## config.mk

```make
export PLATFORM = sky130hd
export DESIGN_NAME = switch_led_arbiter_flat
export DESIGN_NICKNAME = d
export VERILOG_FILES = /design/src/rtl/switch_led_arbiter_pkg.sv /design/src/rtl/switch_led_arbiter_if.sv /design/src/rtl/switch_led_arbiter_debounce_filter.sv /design/src/rtl/switch_led_arbiter.sv /design/src/flat_wrapper.sv
export SDC_FILE = /design/constraint.sdc
export NUM_CORES = 1
export LEC_CHECK = 0
export ABC_AREA = 0
export ABC_CLOCK_PERIOD_IN_PS = 2600
export CAP_MARGIN = 20
export CORE_MARGIN = 3
export CORE_UTILIZATION = 48
export DETAILED_ROUTE_END_ITERATION = 8
export SYNTH_ARGS = -nofsm -noshare
export SYNTH_HDL_FRONTEND = slang
export SYNTH_HIERARCHICAL = 1
export SYNTH_SLANG_ARGS = --single-unit
export TNS_END_PERCENT = 10
```

## constraint.sdc

```tcl
create_clock -name i_Clk -period 2.6 [get_ports i_Clk]
set_clock_uncertainty 0.1 [all_clocks]
set_input_delay 0.65 -clock i_Clk [delete_from_list [all_inputs] [get_ports i_Clk]]
set_output_delay 0.65 -clock i_Clk [all_outputs]
set_load 0.1 [all_outputs]
```

## src/rtl/switch_led_arbiter_pkg.sv

```systemverilog
// Shared types for the switch/LED arbiter: channel count, index type, FSM states
// and the round-robin pick helper.
package switch_led_pkg;

  localparam int NUM_CH = 4;
  localparam int CH_W   = 2;

  typedef logic [CH_W-1:0] ch_idx_t;

  typedef enum logic [1:0] {
    IDLE,
    SERVE,
    COOLDOWN
  } state_t;

  // Scans from the highest offset down so the closest set bit to ptr is kept last.
  function automatic ch_idx_t rr_pick(input logic [NUM_CH-1:0] req, input ch_idx_t ptr);
    ch_idx_t idx;
    rr_pick = ptr;
    for (int k = NUM_CH - 1; k >= 0; k--) begin
      idx = ptr + ch_idx_t'(k);
      if (req[idx]) rr_pick = idx;
    end
  endfunction

endpackage

```

## src/rtl/switch_led_arbiter_if.sv

```systemverilog
// Switch-in / LED-out bundle between the pads (master) and the arbiter (slave).
interface switch_led_arbiter_if;

  logic       i_Switch_1;
  logic       i_Switch_2;
  logic       i_Switch_3;
  logic       i_Switch_4;
  logic       o_LED_1;
  logic       o_LED_2;
  logic       o_LED_3;
  logic       o_LED_4;
  logic [3:0] o_Grant;
  logic       o_Busy;

  modport master (
    output i_Switch_1, i_Switch_2, i_Switch_3, i_Switch_4,
    input  o_LED_1, o_LED_2, o_LED_3, o_LED_4, o_Grant, o_Busy
  );

  modport slave (
    input  i_Switch_1, i_Switch_2, i_Switch_3, i_Switch_4,
    output o_LED_1, o_LED_2, o_LED_3, o_LED_4, o_Grant, o_Busy
  );

endinterface

```

## src/rtl/switch_led_arbiter_debounce_filter.sv

```systemverilog
// Per-switch debounce: the stable level follows the raw input only after it has
// differed for DEBOUNCE_LIMIT consecutive cycles.
module debounce_filter #(
  parameter int DEBOUNCE_LIMIT = 250000
) (
  input  logic i_Clk,
  input  logic i_Rst,
  input  logic i_Raw,
  output logic o_Stable
);

  localparam int CNT_W = (DEBOUNCE_LIMIT > 1) ? $clog2(DEBOUNCE_LIMIT) : 1;

  logic [CNT_W-1:0] count;

  always_ff @(posedge i_Clk) begin
    if (i_Rst) begin
      count    <= '0;
      o_Stable <= 1'b0;
    end else if (i_Raw == o_Stable) begin
      count <= '0;
    end else if (count == CNT_W'(DEBOUNCE_LIMIT - 1)) begin
      o_Stable <= i_Raw;
      count    <= '0;
    end else begin
      count <= count + CNT_W'(1);
    end
  end

endmodule

```

## src/rtl/switch_led_arbiter.sv

```systemverilog
// Four debounced switches post sticky toggle requests; a round-robin FSM serves
// one request per slot by inverting the matching LED, then waits out a cooldown.
module switch_led_arbiter
  import switch_led_pkg::*;
#(
  parameter int DEBOUNCE_LIMIT  = 250000,
  parameter int COOLDOWN_CYCLES = 25
) (
  input  logic               i_Clk,
  input  logic               i_Rst,
  switch_led_arbiter_if.slave bus
);

  localparam int CD_W = (COOLDOWN_CYCLES > 1) ? $clog2(COOLDOWN_CYCLES) : 1;

  logic [NUM_CH-1:0] raw;
  logic [NUM_CH-1:0] stable;
  logic [NUM_CH-1:0] stable_prev;
  logic [NUM_CH-1:0] release_edge;
  logic [NUM_CH-1:0] pending;
  logic [NUM_CH-1:0] clear_mask;
  logic [NUM_CH-1:0] led;
  logic [NUM_CH-1:0] grant;
  logic              busy;
  logic [CD_W-1:0]   cd_cnt;
  ch_idx_t           rr_ptr;
  ch_idx_t           served;
  ch_idx_t           pick;
  state_t            state;

  assign raw = {bus.i_Switch_4, bus.i_Switch_3, bus.i_Switch_2, bus.i_Switch_1};

  for (genvar i = 0; i < NUM_CH; i++) begin : g_debounce
    debounce_filter #(
      .DEBOUNCE_LIMIT(DEBOUNCE_LIMIT)
    ) u_debounce (
      .i_Clk   (i_Clk),
      .i_Rst   (i_Rst),
      .i_Raw   (raw[i]),
      .o_Stable(stable[i])
    );
  end

  always_ff @(posedge i_Clk) begin
    if (i_Rst) stable_prev <= '0;
    else       stable_prev <= stable;
  end

  assign release_edge = stable_prev & ~stable;

  always_comb begin
    pick       = rr_pick(pending, rr_ptr);
    clear_mask = '0;
    if (state == SERVE) clear_mask = NUM_CH'(1) << served;
  end

  // A release landing in the same cycle as its own SERVE is OR-ed back in, so set wins.
  always_ff @(posedge i_Clk) begin
    if (i_Rst) begin
      state   <= IDLE;
      pending <= '0;
      rr_ptr  <= '0;
      served  <= '0;
      led     <= '0;
      grant   <= '0;
      busy    <= 1'b0;
      cd_cnt  <= '0;
    end else begin
      pending <= (pending & ~clear_mask) | release_edge;
      case (state)
        IDLE: begin
          if (|pending) begin
            served <= pick;
            grant  <= NUM_CH'(1) << pick;
            busy   <= 1'b1;
            state  <= SERVE;
          end
        end
        SERVE: begin
          led[served] <= ~led[served];
          rr_ptr      <= served + ch_idx_t'(1);
          grant       <= '0;
          cd_cnt      <= '0;
          if (COOLDOWN_CYCLES == 0) begin
            busy  <= 1'b0;
            state <= IDLE;
          end else begin
            state <= COOLDOWN;
          end
        end
        COOLDOWN: begin
          if (cd_cnt == CD_W'(COOLDOWN_CYCLES - 1)) begin
            busy  <= 1'b0;
            state <= IDLE;
          end else begin
            cd_cnt <= cd_cnt + CD_W'(1);
          end
        end
        default: begin
          grant <= '0;
          busy  <= 1'b0;
          state <= IDLE;
        end
      endcase
    end
  end

  assign bus.o_LED_1 = led[0];
  assign bus.o_LED_2 = led[1];
  assign bus.o_LED_3 = led[2];
  assign bus.o_LED_4 = led[3];
  assign bus.o_Grant = grant;
  assign bus.o_Busy  = busy;

endmodule
```

## src/flat_wrapper.sv

```systemverilog
// flat-port wrapper written by rule: the top's interface ports become plain ports
module switch_led_arbiter_flat import switch_led_pkg::*;
#(
  parameter int DEBOUNCE_LIMIT  = 250000,
  parameter int COOLDOWN_CYCLES = 25
)
  (i_Clk, i_Rst, bus_i_Switch_1, bus_i_Switch_2, bus_i_Switch_3, bus_i_Switch_4, bus_o_LED_1, bus_o_LED_2, bus_o_LED_3, bus_o_LED_4, bus_o_Grant, bus_o_Busy);
  switch_led_arbiter_if bus_i ();
  input  logic i_Clk;
  input  logic i_Rst;
  input wire logic [$bits(bus_i.i_Switch_1)-1:0] bus_i_Switch_1;
  input wire logic [$bits(bus_i.i_Switch_2)-1:0] bus_i_Switch_2;
  input wire logic [$bits(bus_i.i_Switch_3)-1:0] bus_i_Switch_3;
  input wire logic [$bits(bus_i.i_Switch_4)-1:0] bus_i_Switch_4;
  output wire logic [$bits(bus_i.o_LED_1)-1:0] bus_o_LED_1;
  output wire logic [$bits(bus_i.o_LED_2)-1:0] bus_o_LED_2;
  output wire logic [$bits(bus_i.o_LED_3)-1:0] bus_o_LED_3;
  output wire logic [$bits(bus_i.o_LED_4)-1:0] bus_o_LED_4;
  output wire logic [$bits(bus_i.o_Grant)-1:0] bus_o_Grant;
  output wire logic [$bits(bus_i.o_Busy)-1:0] bus_o_Busy;
  assign bus_i.i_Switch_1 = bus_i_Switch_1;
  assign bus_i.i_Switch_2 = bus_i_Switch_2;
  assign bus_i.i_Switch_3 = bus_i_Switch_3;
  assign bus_i.i_Switch_4 = bus_i_Switch_4;
  assign bus_o_LED_1 = bus_i.o_LED_1;
  assign bus_o_LED_2 = bus_i.o_LED_2;
  assign bus_o_LED_3 = bus_i.o_LED_3;
  assign bus_o_LED_4 = bus_i.o_LED_4;
  assign bus_o_Grant = bus_i.o_Grant;
  assign bus_o_Busy = bus_i.o_Busy;
  switch_led_arbiter #(.DEBOUNCE_LIMIT(DEBOUNCE_LIMIT), .COOLDOWN_CYCLES(COOLDOWN_CYCLES)) u_core (.i_Clk(i_Clk), .i_Rst(i_Rst), .bus(bus_i));
endmodule
```

* Word level (Yosys, flattened, before mapping)
Index checks and enable logic that the tools add are counted.
Word-level totals: bits of input ports 6, register bits 104
Operators by class: shifts and indexed selects 2, $lt $le $gt $ge 6, add/subtract/negate cells 9, reduce and logical (&&, ||, !) cells 17, mux-type cells 28, equality and inequality tests 14, bitwise operators 12
Operators by type and width (number):
- 18-bit by 1-bit adder with 18-bit output, second input constant | 4
- 18-bit == test, second input constant | 4
- 2-bit AND reduction | 8
- 2-bit by 3-bit less-than comparator with 1-bit output, second input constant | 5
- 2-bit two-way mux | 6
- 3-bit OR reduction | 4
- 1-bit binary-select mux with 2-bit select | 5
- 5-bit case mux with 2 select lines | 1
- 4-bit bitwise AND | 2
- 1-bit two-way mux | 8
- 4-bit two-way mux | 2
- 4-bit inverter | 2
- 4-bit case mux with 2 select lines | 1
- 1-bit by 2-bit left shift with 4-bit output, first input constant | 2
- 1-bit inverter | 7
- 2-bit case mux with 3 select lines | 1
- 5-bit by 1-bit adder with 5-bit output, second input constant | 1
- 5-bit == test, second input constant | 1
- 5-bit two-way mux | 1
- 2-bit by 1-bit adder with 2-bit output, second input constant | 2
- 2-bit adder, second input constant | 2
- 4-bit bitwise mux | 1
- 1-bit == test | 4
- 2-bit by 1-bit != test with 1-bit output, second input constant | 2
- other kinds (12) | 12

* Depth between registers and ports, before layout
Gate-level depths: netlist of the first run.
depth in word-level cells 10, gate-level depth with buffers 7, depth with buffers taken out 7

* Hierarchy
The synthesis of the first run kept the hierarchy.
Modules (own cells, without submodules):
- debounce_filter | cells each 100, area each 862.1 µm², times used 4, sequential area each 380.4 µm²
- switch_led_arbiter | cells each 135, area each 1246.2 µm², times used 1, sequential area each 560.5 µm²

* Least setup slack after synthesis of the first run
Ideal clock, no wire load.
kind reg2reg, from reg u_core.g_debounce[0].u_debounce.count[0], to reg u_core.g_debounce[0].u_debounce.count[14], clock period less this slack 1906 ps, setup time 70 ps, data required time 2430 ps, cell stages (with the launch flop) 6, slack 694 ps, data arrival time 1736 ps, cell sequence dfxtp_1 ha_1 nand3_1 or3_1 or4_2 a21oi_1
On the way: longest elaborated chain between the ends 2
Ends and longest elaborated chain:
- start, declared | RTL line switch_led_arbiter_debounce_filter.sv:14 | logic [CNT_W-1:0] count;
- start signal, assigned | RTL line switch_led_arbiter_debounce_filter.sv:26 | count <= count + CNT_W'(1);
- branches (longest 2 deep; another with 18-bit by 1-bit adder with 18-bit output)
Several ways; the timed one is not identified. A chain may end at the register's enable or synchronous reset.

* Final worst setup path of the first run
from reg u_core.g_debounce[3].u_debounce.count[0], to reg u_core.g_debounce[3].u_debounce.count[14]
On the way: longest elaborated chain between the ends 2
Ends and longest elaborated chain (RTL line):
- start, declared | switch_led_arbiter_debounce_filter.sv:14
- start signal, assigned | switch_led_arbiter_debounce_filter.sv:26
- branches (longest 2 deep; another with 18-bit by 1-bit adder with 18-bit output)
Several ways; the timed one is not identified.

==> metrics, run 1 <==
status=finished clean; Synth cell types=43; Setup TNS=0 ps; Power, Total=0.002628 W; largest net degree at the start of global routing=37; Hold/Removal Path Class=register to register; IO Pins=15; ANT cells=0; Worst path max stage delay=540 ps; CP Launch Type=register; hold_buf cts=0; DIE AREA=0.01100 mm^2; Final Critical Period=2136 ps; IO Port Bufs=14; PD cells=510.7 mW/mm^2; nets=569; CTS tree=done; initial drt markers=104; Final HPWL DP=5867 um; CTS buffer count=9; register area share after synthesis=44.35%; post-place setup slack=482.4 ps; FF-to-FF Start=u_core/g_debounce[3].u_debounce/count[0]; setup bufs post-CTS=0; Area Overhead vs Synth=9.595%; Required @ worst endpoint=2800 ps; prevailing post-synth register cell=dfxtp_1; Slew Viols, Final=0; RD Place Congestion=0.7518; hold_ws=355.3 ps; fin crit share=82.15%; Max Clk Rate=468.2 MHz; Yosys reg bits=104; syn nets=551; htree depth=3; gr usage total=16.34%; DRC=0; endpoints failing hold=0; Clock Latency Late Sink=380 ps; Setup Crit Path Kind=register to register; root buffer cell=clkbuf_8; final setup vio count=0; met3 WL=250 um; crit path DAT=2340 ps; Worst-path clk slew=110 ps; worst vdd ir=0.3620 mV; Post-synth EDFFs=0; Worst path depth=5; crit end category=register; worst relative slew slack=53.11%; end point of the critical path=u_core/g_debounce[3].u_debounce/count[14]; Max-Cap Viols=0; Initial Util=50.09%; # rows=35; crit path cell chain=ha_1 -> nand3_1 -> or3_1 -> or4_2 -> a21oi_1; Placed Area=0.004961 mm^2; metal2 WL=3827 um; routed wire length=8548 um; Syn. warnings=6; vias in the first global route=3370; Core Box Area=0.009371 mm^2; fraction of registers with async set/reset=0%; hold_sp=u_core/bus.o_Grant[3]; Mapped Area=0.004695 mm^2; worst r2r path cells=5; worst setup margin=464.2 ps; DR pass1 iterations=7; first-pass GRT wire length=15230 um; Overflow after GRT=0; routed vias/inst=5.390; Static Leak=1.544 nW; Vias=3703; antenna-violating nets left=0; Routed WL per cell=12.44 um; worst reg2reg endpoint=u_core/g_debounce[3].u_debounce/count[14]; share of layout cells above drive strength 1=10.22%; CP top delay family=simple AND/OR/NAND/NOR gates; Worst setup startpoint=u_core/g_debounce[3].u_debounce/count[0]; highest routed layer=met4; FF-to-FF setup slack=460 ps; Die Span X=104.9 um; Max FO, Critical Path=5; RSZ-0062 raised after global routing=no; initial antenna violation count=0; Post-Synthesis Cells=535; Die Ht=104.9 um; worst slew pin tran=703.2 ps; CTS Sinks=104; synthesized area per cell=8.775 um^2; Longest Clk Path Bufs=2; Buf/Inv on CP=0; Gates resized, CTS repair=0; final instance area=0.005145 mm^2; CP max stage cell=or4_2; met1 WL=4333 um
## worst min-delay path by stage
stage | to | slack [ps] | depth (start not counted)
2_1_floorplan | u_core/g_debounce[0].u_debounce/count[0] | 330 | 1
3_3_place_gp | u_core/bus.o_Grant[2] | 340 | 2
3_5_place_dp | u_core/bus.o_Grant[3] | 340 | 2
4_1_cts | u_core/bus.o_Grant[3] | 360 | 2
5_1_grt | u_core/bus.o_Grant[1] | 380 | 2
6_report | u_core/bus.o_Grant[3] | 360 | 2
## synth_stat cells, types with 3 or more instances
master    number  area [um^2]
nand4_1        8        50.05
inv_1         22        82.58
nor4_1        17        106.4
xnor2_1       48        420.4
mux2i_1        5        50.05
and3_1         4        25.02
nor4bb_1       4        40.04
nand3_2        4        40.04
nor4b_1        8        70.07
and2b_1        3        22.52
nor2b_1        7        43.79
or3_2          8        60.06
a21oi_1       37        185.2
a311oi_1       4        35.03
o31ai_1        9        67.56
or3_1          9        56.30
nand3_1       25        125.1
or4_1          4        30.03
dfxtp_1      104         2082
ha_1          10        125.1
o21ai_0       14        70.07
o21ai_2        4        35.03
nor2_1        82        307.8
nor3_1        18        90.09
nand2_1       37        138.9
or4_2          4        35.03
or4_4          4        45.04
clkbuf_1       6        22.52
xor2_1         7        61.31
## state kept, by name (all words and copies together) (netlist names), 4 cells and up
| register | cells |
|---|---|
| u_core/pending | 4 |
| u_core/stable_prev | 4 |
| u_core/g_debounce.u_debounce/count | 72 |
| u_core/bus.o_Grant | 4 |
| u_core/led | 4 |
| u_core/g_debounce.u_debounce/o_Stable | 4 |
| u_core/cd_cnt | 5 |
## cell usage in the layout, fill, tap and decap left out, drive strengths merged, types with 2 or more instances in the layout
master           n
dfxtp          104
nor4b            8
nand4            8
mux2i            5
o31ai            9
or4             12
nor3            20
nand3b           2
a21oi           37
and2b            3
buf             11
o2111ai          2
nand3           29
or3             17
a311oi           4
xnor2           48
nor2b            7
nor4bb           4
clkdlybuf4s50    5
ha              10
or2              3
nand2           37
inv             27
nor4            17
and3             4
xor2             7
clkinv           2
clkbuf           9
o21ai           19
nor2            82
## per-stage QoR
stage	utilization, %	instances
after floorplan	-	535
after global placement	52.94	671
after detailed placement	52.94	671
after CTS	54.90	687
after global routing	54.90	687
final	54.90	687
## power breakdown
group / total (W) / internal [W] / switching, W
combinational: 0.0000563 / 0.0000197 / 0.0000366
clock: 0.000967 / 0.000369 / 0.000598
sequential: 0.00160 / 0.00160 / 0.00000572
total: 0.00263 / 0.00199 / 0.000640
## cells by family after synthesis
| logic type | share of synthesized area [%] |
|---|---|
| and+or+nand+nor | 29.16 |
| DFF | 44.35 |
| AOI/OAI and AO/OA | 9.408 |
| xor gates and xnor gates | 10.26 |
| buffers and inverters | 2.612 |
| adders and majority gates | 2.665 |
| muxes | 1.546 |
## cell type report
cell class,instances,area [um^2]
fillers,921,4227
multi-input cells,400,2490
flip-flops and latches,104,2082
well taps,129,161.4
repair buffers,16,145.1
clock buffers,9,123.9
inverters,22,82.58
clock inverters,7,60.06
## routing by layer
layer / track usage (%) / vias to the layer above
met2: 26.17 / 44
met1: 21.47 / 1722
met5: 0 / -
met4: 6.186 / 0
met3: 3.768 / 12
li1: - / 1925
## worst register-to-register path: stages, from the launching register on
cell,delay (ps)
dfxtp_1,400
ha_1,220
nand3_1,220
or3_1,440
or4_2,540
a21oi_1,150
(Power assumes the default switching activity.)
==> run 2, diff against run 1 <==
ABC_CLOCK_PERIOD_IN_PS = 1800   (was 2600)
PLACE_DENSITY = 0.67   (was unset)
clock period = 1.8 ns   (was 2.6 ns; I/O delays follow)
==> run 2 against run 1 <==
Compared with the run above:
- the run now ends with setup timing left
- critical path depth fell by 1
- first-iteration DRC count up 35%
- fmax up 18%
- highest routed layer unchanged
- setup slack got worse by 470 ps
- non-clock buffer count is 87 higher
- via count grew 12%
- sequential power grew 45%
- critical path type unchanged
- final cell count rose by 13%
- sequential share of layout area decreased by 6.4 points
==> metrics, run 2 (synthesized netlist as in run 1, its figures left out) <==
Routed WL per cell=12.98 um (was 12.44 um); IO Port Bufs=14 (unchanged); crit path cell chain=nand3_2 -> or4_4 -> or4_4 -> a21oi_2 (was ha_1 -> nand3_1 -> or3_1 -> or4_2 -> a21oi_1); antenna-violating nets left=0 (unchanged); Placed Area=0.005751 mm^2 (was 0.004961 mm^2); Final HPWL DP=7063 um (was 5867 um); crit end category=register (unchanged); hold_sp=u_core/stable_prev[1] (was u_core/bus.o_Grant[3]); end point of the critical path=u_core/g_debounce[1].u_debounce/count[17] (was u_core/g_debounce[3].u_debounce/count[14]); PD cells=638.8 mW/mm^2 (was 510.7 mW/mm^2); DIE AREA=0.01100 mm^2 (unchanged); final setup vio count=2 (was 0); metal2 WL=5036 um (was 3827 um); Worst setup startpoint=u_core/g_debounce[1].u_debounce/count[7] (was u_core/g_debounce[3].u_debounce/count[0]); highest routed layer=met4 (unchanged); worst vdd ir=0.5413 mV (was 0.3620 mV); crit path DAT=2020 ps (was 2340 ps); CP Launch Type=register (unchanged); worst relative slew slack=65.48% (was 53.11%); htree depth=3 (unchanged); fillers=772 (was 921); RD Place Congestion=0.8381 (was 0.7518); vias in the first global route=3996 (was 3370); status=finished, violations left (was finished clean); endpoints failing hold=0 (unchanged); final instance area=0.006231 mm^2 (was 0.005145 mm^2); RSZ-0062 raised after global routing=yes (was no); fin util=66.49% (was 54.90%); Static Leak=2.067 nW (was 1.544 nW); ANT cells=0 (unchanged); initial antenna violation count=0 (unchanged); share of layout cells above drive strength 1=33.18% (was 10.22%); Final Critical Period=1810 ps (was 2136 ps); CP top delay family=simple AND/OR/NAND/NOR gates (unchanged); FF-to-FF Start=u_core/g_debounce[1].u_debounce/count[7] (was u_core/g_debounce[3].u_debounce/count[0]); Required @ worst endpoint=2010 ps (was 2800 ps); IO Pins=15 (unchanged); Vias=4134 (was 3703); gr usage total=18.55% (was 16.34%); initial drt markers=140 (was 104); worst setup margin=-10.14 ps (was 464.2 ps); Hold/Removal Path Class=register to register (unchanged); worst reg2reg endpoint=u_core/g_debounce[1].u_debounce/count[17] (was u_core/g_debounce[3].u_debounce/count[14]); routed vias/inst=5.341 (was 5.390); fin crit share=100.6% (was 82.15%); worst slew pin tran=513.4 ps (was 703.2 ps); met1 WL=4483 um (was 4333 um); worst r2r path cells=4 (was 5); CTS tree=done (unchanged); Worst path max stage delay=580 ps (was 540 ps); Max FO, Critical Path=4 (was 5); Largest Register=u_core/g_debounce.u_debounce/count (unchanged); most used cell, CP=or4_4; Overflow after GRT=0 (unchanged); nets=656 (was 569); most common cell after layout, fill and taps aside=buf_4 (was dfxtp_1); Largest register FFs=72 (unchanged); Worst-path clk slew=110 ps (about the same); CP max stage cell=or4_4 (was or4_2); Initial Util=50.09% (unchanged); Die Ht=104.9 um (unchanged); Buf/Inv on CP=0 (unchanged); CTS Sinks=104 (unchanged); root buffer cell=clkbuf_8 (unchanged); Setup TNS=-14.08 ps (was 0 ps); first-pass GRT wire length=17270 um (was 15230 um); CTS buffer count=9 (unchanged); Clock Latency Late Sink=370 ps (was 380 ps); Core Box Area=0.009371 mm^2 (unchanged); Area Overhead vs Synth=32.73% (was 9.595%); # rows=35 (unchanged); hold_ws=383.3 ps (was 355.3 ps); Die Span X=104.9 um (unchanged); Max Clk Rate=552.4 MHz (was 468.2 MHz); commonest cells after routing, fill and taps aside=buf_4, nor2_1, dfxtp_1 (was dfxtp_1, nor2_1, xnor2_1); DRC=0 (unchanged); routed wire length=10050 um (was 8548 um); Longest Clk Path Bufs=2 (unchanged); Worst path depth=4 (was 5); violated checks=setup timing; DR pass1 iterations=4 (was 7); Slew Viols, Final=0 (unchanged); Largest regs=u_core/g_debounce.u_debounce/count: 72 flops, u_core/cd_cnt: 5 flops (unchanged); Setup Crit Path Kind=register to register (unchanged); met3 WL=326 um (was 250 um); Max-Cap Viols=0 (unchanged); largest net degree at the start of global routing=20 (was 37); FF-to-FF setup slack=-10 ps (was 460 ps)
-- run 2: repair_timing --
action / 4_1_cts / 5_1_grt
pin swaps: 5 / 12
hold buffers: 0 / 0
resized for setup: 13 / 42
setup buffers: 1 / 6
setup endpoints to repair: 11 / 72
-- run 2: worst min path at each step --
stage	endpoint	slack (ps)	depth (start not counted)
2_1_floorplan	u_core/g_debounce[0].u_debounce/count[0]	310	1
3_3_place_gp	u_core/pending[1]	350	2
3_5_place_dp	u_core/pending[1]	350	2
4_1_cts	u_core/stable_prev[1]	390	2
5_1_grt	u_core/g_debounce[3].u_debounce/count[14]	420	2
6_report	u_core/pending[1]	380	2
-- run 2: tightest hold or removal path: cells and delay by family, from the launching register on --
kind,cells,cell delay [ps]
DFF,1,330
and+or+nand+nor,1,70
AOI/OAI and AO/OA,1,50
-- run 2: area by class of cell --
type                       instances  area, um^2  share of cell area, %
timing repair buffer             103       935.9                  15.02
clock inverter                     7       87.58                  1.406
clock buffer                       9       123.9                  1.988
multi-input combinational        400        2718                  43.61
tap                              129       161.4                  2.590
sequential                       104        2122                  34.06
inverter                          22       82.58                  1.325
-- run 2: metal layers --
layer / vias to the layer above / track usage (%)
met5: - / 0
met4: 0 / 6.560
met3: 25 / 4.385
met2: 63 / 32.08
met1: 1944 / 22.46
li1: 2102 / -
-- run 2: metrics by stage --
stage               instances  setup slack, ps  power, W
global route              774           -73.17  0.004147
detailed placement        751           -48.60  0.002489
floorplan                 535           -12.14  0.002419
global placement          751            33.09  0.002485
CTS                       768           -22.28  0.004017
finish                    774           -10.14  0.003980
-- run 2: where the power goes --
group          internal [W]  switching (W)  total [W]
combinational     0.0000611      0.0000680   0.000129
sequential          0.00231     0.00000803    0.00232
clock              0.000675       0.000858    0.00153
